`config.mk`:
```
export PLATFORM = sky130hd
export DESIGN_NAME = regfile_write_arbiter
export DESIGN_NICKNAME = d
export VERILOG_FILES = /design/src/rtl/regfile_write_arbiter.sv
export SDC_FILE = /design/constraint.sdc
export NUM_CORES = 1
export LEC_CHECK = 0
export CAP_MARGIN = 5
export CORE_MARGIN = 1.5
export CORE_UTILIZATION = 28
export CTS_CLUSTER_DIAMETER = 100
export DETAILED_ROUTE_END_ITERATION = 6
export PLACE_DENSITY = 0.52
export REMOVE_ABC_BUFFERS = 1
export SYNTH_ARGS = -nofsm -noshare
export SYNTH_HDL_FRONTEND = slang
export SYNTH_SLANG_ARGS = --single-unit
```
`constraint.sdc`:
```
create_clock -name clk -period 3.7 [get_ports clk]
set_input_delay 0.37 -clock clk [delete_from_list [all_inputs] [get_ports clk]]
set_output_delay 0.37 -clock clk [all_outputs]
set_load 0.005 [all_outputs]
```
`src/rtl/regfile_write_arbiter.sv`:
```
// Round-robin arbiter sharing one register-file write port among CORES writeback requesters.
// Optional REGARB_ZERO_DROP_EN: address-0 requests are accepted but silently discarded.
module regfile_write_arbiter #(
  parameter int CORES  = 4,
  parameter int ADDR_W = 5,
  parameter int DATA_W = 32,
  localparam int ID_W  = $clog2(CORES)
) (
  input  logic                     clk,
  input  logic                     reset,
  input  logic [CORES-1:0]         req_valid,
  output logic [CORES-1:0]         req_ready,
  input  logic [CORES*ADDR_W-1:0]  req_addr,
  input  logic [CORES*DATA_W-1:0]  req_data,
  output logic                     wr_en,
  output logic [ADDR_W-1:0]        wr_addr,
  output logic [DATA_W-1:0]        wr_data,
  output logic [ID_W-1:0]          grant_id,
  output logic                     busy
);

  logic [CORES-1:0]  pend_q, pend_d;
  logic [ADDR_W-1:0] pend_addr_q [CORES];
  logic [ADDR_W-1:0] pend_addr_d [CORES];
  logic [DATA_W-1:0] pend_data_q [CORES];
  logic [DATA_W-1:0] pend_data_d [CORES];
  logic [ID_W-1:0]   rr_ptr_q, rr_ptr_d;

  logic              wr_en_q, wr_en_d;
  logic [ADDR_W-1:0] wr_addr_q, wr_addr_d;
  logic [DATA_W-1:0] wr_data_q, wr_data_d;
  logic [ID_W-1:0]   grant_id_q, grant_id_d;

  logic [CORES-1:0]  gnt;
  logic [CORES-1:0]  accept;
  logic [CORES-1:0]  fill;
  logic [ID_W-1:0]   gnt_idx;
  logic              any_gnt;
  logic [ID_W:0]     cand;

  // Rotating priority: scan from rr_ptr upward, wrapping, first pending entry wins.
  always_comb begin
    gnt     = '0;
    gnt_idx = '0;
    any_gnt = 1'b0;
    cand    = '0;
    for (int k = 0; k < CORES; k++) begin
      cand = {1'b0, rr_ptr_q} + (ID_W+1)'(k);
      if (cand >= (ID_W+1)'(CORES)) begin
        cand = cand - (ID_W+1)'(CORES);
      end
      if (!any_gnt && pend_q[cand[ID_W-1:0]]) begin
        any_gnt = 1'b1;
        gnt_idx = cand[ID_W-1:0];
      end
    end
    if (any_gnt) begin
      gnt[gnt_idx] = 1'b1;
    end
  end

  genvar gi;
  generate
    for (gi = 0; gi < CORES; gi++) begin : g_core
      assign req_ready[gi] = !pend_q[gi] | gnt[gi];
      assign accept[gi]    = req_valid[gi] & req_ready[gi];
`ifdef REGARB_ZERO_DROP_EN
      // The handshake still completes so the core does not stall on r0 writes.
      assign fill[gi] = accept[gi] & (req_addr[gi*ADDR_W +: ADDR_W] != '0);
`else
      assign fill[gi] = accept[gi];
`endif
    end
  endgenerate

  always_comb begin
    pend_d = pend_q;
    for (int i = 0; i < CORES; i++) begin
      pend_addr_d[i] = pend_addr_q[i];
      pend_data_d[i] = pend_data_q[i];
      if (gnt[i]) begin
        pend_d[i] = 1'b0;
      end
      if (fill[i]) begin
        pend_d[i]      = 1'b1;
        pend_addr_d[i] = req_addr[i*ADDR_W +: ADDR_W];
        pend_data_d[i] = req_data[i*DATA_W +: DATA_W];
      end
    end

    wr_en_d    = any_gnt;
    wr_addr_d  = wr_addr_q;
    wr_data_d  = wr_data_q;
    grant_id_d = grant_id_q;
    rr_ptr_d   = rr_ptr_q;
    if (any_gnt) begin
      wr_addr_d  = pend_addr_q[gnt_idx];
      wr_data_d  = pend_data_q[gnt_idx];
      grant_id_d = gnt_idx;
      rr_ptr_d   = (gnt_idx == ID_W'(CORES-1)) ? '0 : gnt_idx + 1'b1;
    end
  end

  always_ff @(posedge clk) begin
    if (reset) begin
      pend_q     <= '0;
      rr_ptr_q   <= '0;
      wr_en_q    <= 1'b0;
      wr_addr_q  <= '0;
      wr_data_q  <= '0;
      grant_id_q <= '0;
      for (int i = 0; i < CORES; i++) begin
        pend_addr_q[i] <= '0;
        pend_data_q[i] <= '0;
      end
    end else begin
      pend_q     <= pend_d;
      rr_ptr_q   <= rr_ptr_d;
      wr_en_q    <= wr_en_d;
      wr_addr_q  <= wr_addr_d;
      wr_data_q  <= wr_data_d;
      grant_id_q <= grant_id_d;
      for (int i = 0; i < CORES; i++) begin
        pend_addr_q[i] <= pend_addr_d[i];
        pend_data_q[i] <= pend_data_d[i];
      end
    end
  end

  assign wr_en    = wr_en_q;
  assign wr_addr  = wr_addr_q;
  assign wr_data  = wr_data_q;
  assign grant_id = grant_id_q;
  assign busy     = |pend_q;

endmodule

```
# Yosys cells after proc, flatten, opt, wreduce, memory -nomap -nowiden
# Memories as Yosys holds them, arrays and structs flattened. A register that Yosys moved wholly into a read port is not among the register bits.
# Cells that the tools add are included.
# classes
addsub,8
n_lt_le_gt_ge,10
n_eq_ne,5
n_mux,51
bitwise,16
reduce_logical,20
# ops
cell,count
$mux 32,8
$mux 5,8
$mux 1,20
$mux 2,9
$lt 2x3->1 const B,5
$or 1x1->1,12
$ge 3x3->1 const B,3
$bmux 1 s2,4
$reduce_and 2->1,4
$reduce_bool 2->1,4
$sub 2x1->2 const B,4
$logic_not 1->1,7
$add 2x2->3 const B,2
$and 1x1->1,4
$logic_and 1x1->1,4
$mux 4,1
$ne 1x1->1 const B,4
$reduce_or 4->1,1
$add 2x1->3 const B,1
$ge 2x3->1 const B,1
$add 2x1->2 const B,1
$demux 1 s2,1
$eq 2x2->1 const B,1
$ge 2x1->1 const B,1
# totals
ff_bits,9
ramBits,148
input_bits,154
wordCells,119
n_memories,2
# memory_table
name,words,word_bits,read_ports,rd_ports_with_merged_regs,wr,line,source
pend_data_q,4,32,1,1,4,25,logic [DATA_W-1:0] pend_data_q [CORES];
pend_addr_q,4,5,1,1,4,23,logic [ADDR_W-1:0] pend_addr_q [CORES];

# Logic depth before layout (Yosys ltp)
# logic_depth
depth_word,24
ltp_mapped,7
depth_no_buf,5

# Least setup slack after synthesis
# No wires, ideal clock.
# synth_timing
kind,reg2reg
start,register pend_q[3]
end,memory pend_addr_q[2][0] (enable)
setup_ns,0.439
arrival_time_ns,2.545
t_required_ns,3.261
setup_slack_ns,0.716
path_stages_with_launch,5
n_path_buf,1
cell_sequence,dfxtp_1 > buf_6 > nor3_2 > a2111oi_4 > o21bai_1
# synth_rtl
element,line,source
from (decl),22,"logic [CORES-1:0] pend_q, pend_d;"
from (signal assigned),117,pend_q <= pend_d;
to (decl),23,

# Final worst setup path
# layout_timing
start,register pend_q[1]
end,output port req_ready[2]
# layout_via
elab_chain_cells,18
word_cells_on_any_way,29
# layout_rtl
element,line,source
$bmux 1 s2,52,if (!any_gnt && pend_q[cand[ID_W-1:0]]) begin
$mux 1 (implied by the code),52,
$mux 1,52,
$logic_not 1->1,52,
$logic_and 1x1->1,52,
$mux 1,52,
$logic_not 1->1,52,
$logic_and 1x1->1,52,
[... 2 more ...],n/a,
$logic_and 1x1->1,52,
$mux 2,52,
$lt 2x3->1 (implied by the code) or $ge 2x1->1 (tied branches),58,gnt[gnt_idx] = 1'b1;
$logic_and 1x1->1 (implied by the code),58,
$mux 1 (implied by the code),58,
$demux 1 s2,58,
$mux 4 *,57,if (any_gnt) begin
$or 1x1->1 *,65,assign req_ready[gi] = !pend_q[gi] | gnt[gi];
to (decl),12,"output logic [CORES-1:0] req_ready,"
# Mark *: on every way between the ends. The rest lies on a longest branch, timed or not. The select of a mux whose other input is x is not followed.

==> qor.csv <==
metric,value,unit
unrepaired setup endpoints after global routing,false,
FMAX,340,MHz
NetSw,1.50,mW
final antenna-violating net count,0,
starting DRC count in detailed routing,599,
largest net degree at the start of global routing,71,
clk_lat worst skew,0.44,ns
VDD IR max,0.000311,V
maximum root-to-sink buffer count,2,
sequential power share,49.0,%
Worst Path Max Fanout,13,
Routed WL,27.9,mm
Final WS setup,0.759,ns
Initial Util,28.4,%
post-route insts no fill,1270,
critical path's slowest cell,dfxtp_1,
H-tree Lvls,4,
total congestion overflow,0,
DRC,0,
top_reg_cell synth,edfxtp_1,
Leak,3.87,nW
TritonCTS clock tree,built,
Wirelength per Cell,22.0,µm
die height,182,µm
nets,1009,
Worst Tran Pin Value,1.05,ns
FF+latch area,5370,µm²
Worst EP arrival,2.57,ns
antenna violations before repair,0,
hold crit path type,in -> reg,
WP data required,3.33,ns
Synthesis Warnings,0,
critical path type,reg -> out,
Area Overhead vs Synth,31.2,%
synth unique cells,41,
TNS Setup,0,ns
crit start category,flip-flop,
Final Wtd Congestion,0.726,
clock slew seen by the registers of the worst setup and hold paths,0.07,ns
Hold Buf Count CTS,0,
Final Skew,0.0132,ns
TritonCTS Sinks,194,
synthesized area,8930,µm²
register area share after synthesis,60.1,%
postcts setup bufs,0,
root buf cell,clkbuf_16,
Syn Inst Count,704,
slew margin rel.,29.5,%
pre-CTS setup slack,1.12,ns
vias in the first global route,6543,
FP Rows,65,
asr flop ratio synth,0,%
Placed Cells,1238,
Detailed Routing Iterations Pass 1,5,
Antenna Diode Count,0,
P_int,3.93,mW
CORE AREA,31500,µm²
Buffers on Ports,198,
synthesized flop and latch total,194,
"Slew Viols, Final",0,
Num CTS Buffers,17,
layout filler cell count,3040,
Vias,6396,
Worst setup EP type,primary output,
pwr/cell area,464,nW/µm²
Clk pwr share,35.0,%
area of the multi-input gates,3160,µm²
Die Footprint,33000,µm²
crit-path cells,"nor2_1, a2111oi_4, inv_1, clkdlybuf4s50_1",
dpl hpwl,17.6,mm
fin crit period,2.94,ns
Die X,182,µm
sw frac,27.7,%
"Setup violations, final",0,
Max stage delay on crit path,0.73,ns
status,"complete, no violations",
"EDFF count, synth",148,
layout cells sized above 1,12.4,%
I/O pins,199,
# resized after CTS,0,
number of max-cap violations,0,
drt via density,5.04,
first-pass GRT wire length,42.1,mm
Final Hold Vio Count,0,
Gate power share,16.1,%
All-Layer GR Usage,17.2,%
total power,5.44,mW
Tcrit/Tclk final,79.5,%
post-synthesis average cell area,12.7,µm²
"most common cell after layout, fill and taps aside",clkdlybuf4s50_1,
most frequent cells in the layout,"clkdlybuf4s50_1 (197), edfxtp_1 (148), and2_1 (75)",
[cells in the mapped netlist (all sizes together) (11+ instances only)]
| library cell | count | area, µm² |
|---|---|---|
| a21oi | 47 | 235 |
| a41oi | 37 | 324 |
| and2 | 75 | 469 |
| buf | 38 | 264 |
| clkbuf | 38 | 145 |
| dfxtp | 46 | 921 |
| edfxtp | 148 | 4440 |
| inv | 11 | 41.3 |
| nand3 | 74 | 370 |
| nor4b | 74 | 898 |
| o21ai | 39 | 195 |
| o21bai | 40 | 304 |
[power groups by stage]
stage          combinational, mW  clock (mW)  sequential [mW]
2_1_floorplan              0.365           0             2.68
3_5_place_dp               0.890           0             2.71
5_1_grt                    0.950        2.01             2.68
3_3_place_gp               0.883           0             2.71
6_report                   0.873        1.90             2.66
4_1_cts                    0.892        1.94             2.66
[routing by layer]
metal	track usage, %	routed length (µm)	up-vias
met1	23.0	12400	3127
met5	0	0	-
met3	3.37	1580	16
met2	28.6	13600	256
met4	4.47	358	0
li1	-	-	2997
[sequential cells by signal (all words and copies together) (netlist names)]
register / count
wr_en: 1
pend_data_q: 128
pend_q: 4
grant_id: 2
wr_addr: 5
rr_ptr_q: 2
pend_addr_q: 20
wr_data: 32
[cell families (layout without fill, tap and decap cells)]
| kind of cell | after synthesis | count (layout) | share of synthesized area, % |
|---|---|---|---|
| AOI/OAI and AO/OA | 180 | 180 | 13.9 |
| buffers and inverters | 87 | 251 | 5.05 |
| DFF | 194 | 194 | 60.1 |
| and+or+nand+nor | 243 | 243 | 21.0 |
[area by class of cell]
| type | count | share of cell area (%) |
|---|---|---|
| Clock buffer | 17 | 3.63 |
| Clock inverter | 15 | 1.41 |
| Inverter | 11 | 0.352 |
| Multi-Input combinational cell | 423 | 26.9 |
| Sequential cell | 194 | 45.8 |
| Tap cell | 402 | 4.29 |
| Timing Repair Buffer | 208 | 17.6 |
[critical path: cells and delay by family (launching register included)]
family / cells / cell delay (ns)
compound gates: 1 / 0.57
buf+inv: 2 / 0.65
flops: 1 / 0.73
simple gates: 1 / 0.18
[stage by stage]
stage / util (%) / cell area [µm²] / hold slack, ns
after floorplan: - / 8520 / 0.439
after global placement: 35.3 / 11100 / 0.445
after detailed placement: 35.3 / 11100 / 0.450
after CTS: 37.2 / 11700 / 0.365
after global routing: 37.2 / 11700 / 0.396
final: 37.2 / 11700 / 0.406
[worst paths after layout]
kind | startpoint | endpoint | slack, ns | cells past startpoint
max | pend_q[1] | req_ready[2] | 0.76 | 4
min | reset | grant_id[1] | 0.41 | 2
max reg2reg | pend_q[2] | pend_data_q[1][18] | 1.12 | 4
min reg2reg | grant_id[1] | grant_id[1] | 0.46 | 2
Power figures use the tool's default switching activity.
